===== src/rtl/fsm_arb_pkg.sv =====
// ============================================================================
// Module      : fsm_arb_pkg
// Description : State encoding shared by the round-robin arbiter FSM.
// Revision    : 1.0 - initial release
// ============================================================================
`default_nettype none

package fsm_arb_pkg;

    localparam logic [1:0] ST_IDLE    = 2'b00;
    localparam logic [1:0] ST_ARB     = 2'b01;
    localparam logic [1:0] ST_GRANT   = 2'b10;
    localparam logic [1:0] ST_RELEASE = 2'b11;

    typedef enum logic [1:0] {
        S_IDLE    = ST_IDLE,
        S_ARB     = ST_ARB,
        S_GRANT   = ST_GRANT,
        S_RELEASE = ST_RELEASE
    } state_t;

endpackage

`default_nettype wire


===== src/rtl/rr_pick.sv =====
// ============================================================================
// Module      : rr_pick
// Description : Combinational round-robin picker, scans upward from last_id+1.
// Revision    : 1.0 - initial release
// ============================================================================
`default_nettype none

module rr_pick #(
    parameter int N_REQ = 4,
    localparam int IDW  = $clog2(N_REQ)
) (
    input  logic [N_REQ-1:0] req,
    input  logic [IDW-1:0]   last_id,
    output logic             valid,
    output logic [IDW-1:0]   index
);

    // Walk the offsets from farthest to nearest so the nearest hit is written last.
    always_comb begin
        valid = 1'b0;
        index = '0;
        for (int i = N_REQ; i >= 1; i--) begin
            if (req[IDW'((int'(last_id) + i) % N_REQ)]) begin
                valid = 1'b1;
                index = IDW'((int'(last_id) + i) % N_REQ);
            end
        end
    end

endmodule

`default_nettype wire


===== src/rtl/rr_arbiter_fsm.sv =====
// ============================================================================
// Module      : rr_arbiter_fsm
// Description : Moore round-robin arbiter FSM (IDLE/ARB/GRANT/RELEASE).
//               Define ARB_TIMEOUT_EN to force release after MAX_GRANT cycles.
// Revision    : 1.0 - initial release
// ============================================================================
`default_nettype none

module rr_arbiter_fsm #(
    parameter int N_REQ     = 4,
    parameter int MAX_GRANT = 8
) (
    input  logic                     clk,
    input  logic                     rst,
    input  logic [N_REQ-1:0]         req,
    input  logic [N_REQ-1:0]         done,
    output logic [N_REQ-1:0]         gnt,
    output logic [$clog2(N_REQ)-1:0] gnt_id,
    output logic                     busy,
    output logic [1:0]               p_state,
    output logic                     timeout
);

    import fsm_arb_pkg::*;

    localparam int IDW = $clog2(N_REQ);

    state_t         state_q, state_d;
    logic [IDW-1:0] gnt_id_q, gnt_id_d;
    logic [IDW-1:0] last_id_q, last_id_d;
    logic           pick_valid;
    logic [IDW-1:0] pick_idx;
    logic           rel;

    rr_pick #(.N_REQ(N_REQ)) u_pick (
        .req     (req),
        .last_id (last_id_q),
        .valid   (pick_valid),
        .index   (pick_idx)
    );

    // Only the current grantee's lines can end a grant.
    assign rel = done[gnt_id_q] | ~req[gnt_id_q];

`ifdef ARB_TIMEOUT_EN
    localparam int CW = $clog2(MAX_GRANT + 1);

    logic [CW-1:0] cnt_q, cnt_d;
    logic          timeout_q;
    logic          expire;

    assign expire = (cnt_q == CW'(MAX_GRANT - 1));
    assign cnt_d  = (state_q == S_GRANT) ? cnt_q + CW'(1) : '0;

    always_ff @(posedge clk or negedge rst) begin
        if (!rst) begin
            cnt_q     <= '0;
            timeout_q <= 1'b0;
        end else begin
            cnt_q     <= cnt_d;
            timeout_q <= (state_q == S_GRANT) && expire && !rel;
        end
    end

    assign timeout = timeout_q;
`else
    logic unused_cfg;
    assign unused_cfg = (MAX_GRANT > 0);
    assign timeout    = 1'b0;
`endif

    always_comb begin
        state_d   = state_q;
        gnt_id_d  = gnt_id_q;
        last_id_d = last_id_q;
        case (state_q)
            S_IDLE: begin
                if (|req) state_d = S_ARB;
            end
            S_ARB: begin
                if (pick_valid) begin
                    state_d  = S_GRANT;
                    gnt_id_d = pick_idx;
                end else begin
                    state_d  = S_IDLE;
                end
            end
            S_GRANT: begin
                if (rel) state_d = S_RELEASE;
`ifdef ARB_TIMEOUT_EN
                else if (expire) state_d = S_RELEASE;
`endif
            end
            S_RELEASE: begin
                last_id_d = gnt_id_q;
                state_d   = (|req) ? S_ARB : S_IDLE;
            end
            default: state_d = S_IDLE;
        endcase
    end

    always_ff @(posedge clk or negedge rst) begin
        if (!rst) begin
            state_q   <= S_IDLE;
            gnt_id_q  <= '0;
            last_id_q <= IDW'(N_REQ - 1);
        end else begin
            state_q   <= state_d;
            gnt_id_q  <= gnt_id_d;
            last_id_q <= last_id_d;
        end
    end

    always_comb begin
        gnt = '0;
        if (state_q == S_GRANT) gnt[gnt_id_q] = 1'b1;
    end

    assign gnt_id  = gnt_id_q;
    assign busy    = (state_q != S_IDLE);
    assign p_state = state_q;

endmodule

`default_nettype wire


===== config.mk =====
export PLATFORM = sky130hd
export DESIGN_NAME = rr_arbiter_fsm
export DESIGN_NICKNAME = d
export VERILOG_FILES = /design/src/rtl/fsm_arb_pkg.sv /design/src/rtl/rr_pick.sv /design/src/rtl/rr_arbiter_fsm.sv
export SDC_FILE = /design/constraint.sdc
export NUM_CORES = 1
export LEC_CHECK = 0
export ABC_AREA = 1
export CAP_MARGIN = 10
export CELL_PAD_IN_SITES_DETAIL_PLACEMENT = 1
export CELL_PAD_IN_SITES_GLOBAL_PLACEMENT = 1
export CORE_MARGIN = 1.5
export CORE_UTILIZATION = 31
export DETAILED_ROUTE_END_ITERATION = 10
export GPL_TIMING_DRIVEN = 0
export PLACE_DENSITY = 0.85
export RECOVER_POWER = 100
export SYNTH_ARGS = -nofsm -noshare
export SYNTH_HDL_FRONTEND = slang
export SYNTH_HIERARCHICAL = 1
export SYNTH_SLANG_ARGS = --single-unit

===== constraint.sdc =====
create_clock -name clk -period 3.94 [get_ports clk]
set_input_delay 0.788 -clock clk [delete_from_list [all_inputs] [get_ports clk]]
set_output_delay 0.788 -clock clk [all_outputs]
set_load 0.05 [all_outputs]

# Word-level counts from Yosys, hierarchy flattened
# Index checks and enable logic that the tools add are counted.
# Widths: inputs -> output; s select.
# totals
regBits,6
in_bits,10
out_inout_bits,10
# op_classes
n_addsub,4
n_lt_le_gt_ge,6
eq_ne,5
muxes,32
bitwise,2
n_reduce_logical,6
# ops
cell,count
$lt 2x4->1 const B,4
$mux 1,16
$mux 2,7
$bmux 1 s2,6
$pmux 2 s4,1
$add 2x1->2 const B,2
$add 2x2->2 const B,2
$eq 2x2->1 const B,2
$mux 4,1
$ne 2x2->1 const B,2
$reduce_and 2->1,2
$reduce_or 4->1,1
$lt 2x3->1 const B,1
$demux 1 s2,1
$eq 2x1->1 const B,1
$ge 2x1->1 const B,1
$logic_not 2->1,1
$reduce_bool 2->1,1
$logic_and 1x1->1,1
$not 1->1,1
$or 1x1->1,1

# Depth between registers and ports, before layout
# depth
word_depth,10
mapped_depth,12

# Cells and area by module
# Netlist, hierarchy kept.
# by_module_without_submodules
mod,n_inst,cells_per_inst,area_each_um2,seq_area_each_um2
rr_arbiter_fsm,1,53,352.8,152.6
rr_pick,1,51,246.5,0.0

# Least setup slack after synthesis
# OpenSTA, ideal clock, no wires.
# synth_timing
path_type,register -> output
start,register (tool-made name)
end,output gnt[0]
arrival_ns,2.051
required_ns,3.152
setup_slack_ns,1.101
stages_incl_launch_ff,5
path_buffers,0
cell_sequence,dfrtp_1 > inv_1 > nor2_1 > inv_1 > nor3_1
# synth_rtl
element,line,text
"end, declared",rr_arbiter_fsm.sv:17,"output logic [N_REQ-1:0] gnt,"

# Final worst setup path
# layout_timing
start,"register gnt_id_q[0], in the netlist gnt_id[0]"
end,output gnt[3]
# layout_between
elab_chain_len,5
# layout_rtl
element,line,text
"start, declared",rr_arbiter_fsm.sv:29,"logic [IDW-1:0] gnt_id_q, gnt_id_d;"
"start signal, assigned",rr_arbiter_fsm.sv:109,gnt_id_q <= gnt_id_d;
$lt 2x3->1 (implied by the code) or $ge 2x1->1 (tied branches),rr_arbiter_fsm.sv:116,if (state_q == S_GRANT) gnt[gnt_id_q] = 1'b1;
$logic_and 1x1->1 (implied by the code),rr_arbiter_fsm.sv:116,
$mux 1 (implied by the code),rr_arbiter_fsm.sv:116,
$demux 1 s2 (*),rr_arbiter_fsm.sv:116,
$mux 4 (*),rr_arbiter_fsm.sv:116,
# Mark *: on every way between the ends. The rest lies on a longest branch, timed or not.

==> qor.yml <==
outcome:
  status: "finished clean"
route:
  wire_per_inst_um: 11.4
  vias_per_cell: 4.61
  first_iter_violations: 7
  dr.pass1.iters: 4
  detail-route-antenna-nets: 0
  drt-total-wl_um: 1730
  drc: 0
  routed-via-count: 696
final_layout:
  post-route-util: 0.474
  area_delta_synth_final_pct: 39.7
  fillerInstances: 264
  multi_input_area_um2: 374
  diodes: 0
  layout-drive-gt1-share: 0.175
  ff_latch_area_um2: 153
  final_nets: 137
global_route:
  use_met1: 0.223
  grt_pass1_wl_um: 3110
  grtUsageTotal: 0.195
  antenna_found_initial: 0
  met3_usage: 0.0423
  grt_max_degree: 11
  grt-ovfl-total: 0
  top_usage_layer: "met2"
  met2_usage: 0.373
  grt_pass1_vias: 760
timing:
  finalSetupViolCount: 0
  rsz0062_at_grt: "false"
  hold_viol_final: 0
  setup_ws_ns: 1.05
  fmax_ghz: 0.346
  drv_slew: 0
  tightest_slew_ns: 0.513
  fin_crit_sh: 0.733
  clock_skew_ns: 0.00408
  slew_headroom: 0.657
  finalSetupTns_ns: 0
  fin_crit_ns: 2.89
cts:
  cts-hold-fix-buffers: 0
  cts_buffer_depth: 2
  h-tree-depth: 1
  insertion_delay_ns: 0.25
  clk_pin_slew_ns: 0.06
  cts_root_buf: "clkbuf_4"
  cts_buffers: 3
  postCtsSetupBuffers: 0
  postCtsResizedCells: 0
  cts.sinks: 6
  cts_tree: "done"
synth:
  yosys_warnings: 6
  synth.distinct_cells: 21
  synth_adder_area_share: 0
  ys_top_cells_by_area: "nand2_1 (26%), dfrtp_1 (17%), dfstp_2 (8.8%)"
  synth_seq_cells: 6
  synth_top_family_by_area: "simple AND/OR/NAND/NOR gates"
  synthMuxAreaShare: 0
  yosysTopAreaCell: "nand2_1"
  synth_nets: 114
  synth_compound_area_frac: 0.0689
  synth-xor-area-share: 0
  syn_area_um2: 599
  synth.top_cell.area_share: 0.263
  yosys.area_share.simple: 0.549
  yosysSeqAreaShare: 0.255
  avgSynthCellArea_um2: 5.76
  syn-instance-count: 104
placement:
  hpwlAfterDp_um: 1360
  port_buffers: 18
  dpl_worst_slack_ns: 1.41
  gp_congestion: 0.777
setup_path:
  crit_chain: "inv_1, nor3_1, dlygate4sd3_1"
  critPathLaunchType: "flip-flop"
  crit_path_max_fanout: 8
  worst_path_max_delay_cell: "dlygate4sd3_1"
  cp-end-kind: "output port"
  cp.arrival_ns: 2.10
  cp.required_ns: 3.15
  slowest_delay_ns: 0.90
  critPathKind: "flip-flop to output port"
power:
  leakage_nw: 0.445
  power_density_nw_per_um2: 933
  ir_drop_mv: 0.683
  power_mw: 0.781
floorplan:
  start_util: 0.340
  fp.dieW_um: 47.0
  core-area_um2: 1760
  die_area_um2: 2210
  die_y_um: 47.0
  pin_count: 20
  row_count: 15
min_path:
  hold_path.class: "flip-flop to flip-flop"
job:
  drv.max_cap_violation_count: 0
==> metal layers <==
layer,routed length [µm],up-vias
met2,933,15
met4,0,0
met1,723,321
met5,0,-
li1,-,360
met3,67,0
==> final cells by class <==
| cell class | instances | area share |
|---|---|---|
| Multi-Input combinational cell | 83 | 0.447 |
| Timing Repair Buffer | 18 | 0.215 |
| Tap cell | 25 | 0.0374 |
| Clock buffer | 4 | 0.0314 |
| Sequential cell | 6 | 0.182 |
| Buffer | 2 | 0.0224 |
| Inverter | 13 | 0.0643 |
==> synthesized netlist by cell type, drive strengths merged <==
cell and n:
o21ai 4, buf 2, inv 13, nand3 10
conb 1, a21boi 1, nor2 9, dfstp 2
nor3 4, or2 1, nand2 50, a21oi 2
and2 1, dfrtp 4
==> cell usage in the layout, fill, tap and decap left out, types with 2 or more instances in the layout <==
master           netlist  final
dfrtp_1                4      4
nor2_1                 8      8
dlygate4sd3_1          0     11
clkbuf_4               0      3
a21oi_1                2      2
nand3_1               10     10
nor3_1                 4      4
nand2_2                8      8
nand2_1               42     42
inv_1                  9     10
dfstp_2                2      2
clkdlybuf4s50_1        0      7
inv_2                  3      2
o21ai_0                2      3
==> path summary, 6_finish.rpt <==
path	startpoint	end	slack [ns]	cells after the start
max	gnt_id[0]	gnt[3]	1.05	3
min	last_id_q[0]	last_id_q[0]	0.50	2
max reg2reg	last_id_q[0]	gnt_id[1]	2.30	9
min reg2reg	last_id_q[0]	last_id_q[0]	0.50	2
max in group asynchronous	rst	last_id_q[1]	2.81	1
min in group asynchronous	rst	gnt_id[0]	0.85	1
==> where the power goes <==
group / total [mW] / switching, mW / internal [mW]
logic: 0.561 / 0.378 / 0.183
clock network: 0.0661 / 0.0274 / 0.0387
registers: 0.154 / 0.0506 / 0.103
==> critical path: cells and delay by family (launching register included) <==
family,cells,cell delay [ns]
flip-flops,1,0.50
AND/OR/NAND/NOR,1,0.24
buffers and inverters,2,1.11
==> metrics by stage <==
stage	hold WS [ns]	area, µm²	std cells
4_1_cts	0.506	837	151
3_5_place_dp	0.497	811	147
3_3_place_gp	0.487	811	147
2_1_floorplan	0.475	599	104
6_report	0.499	837	151
5_1_grt	0.550	837	151
==> cells by family after synthesis <==
group	count (synthesis)
simple gates	75
compound gates	7
flops	6
other cells	1
buf+inv	15
Note: power is estimated with default switching activity, not from simulation.
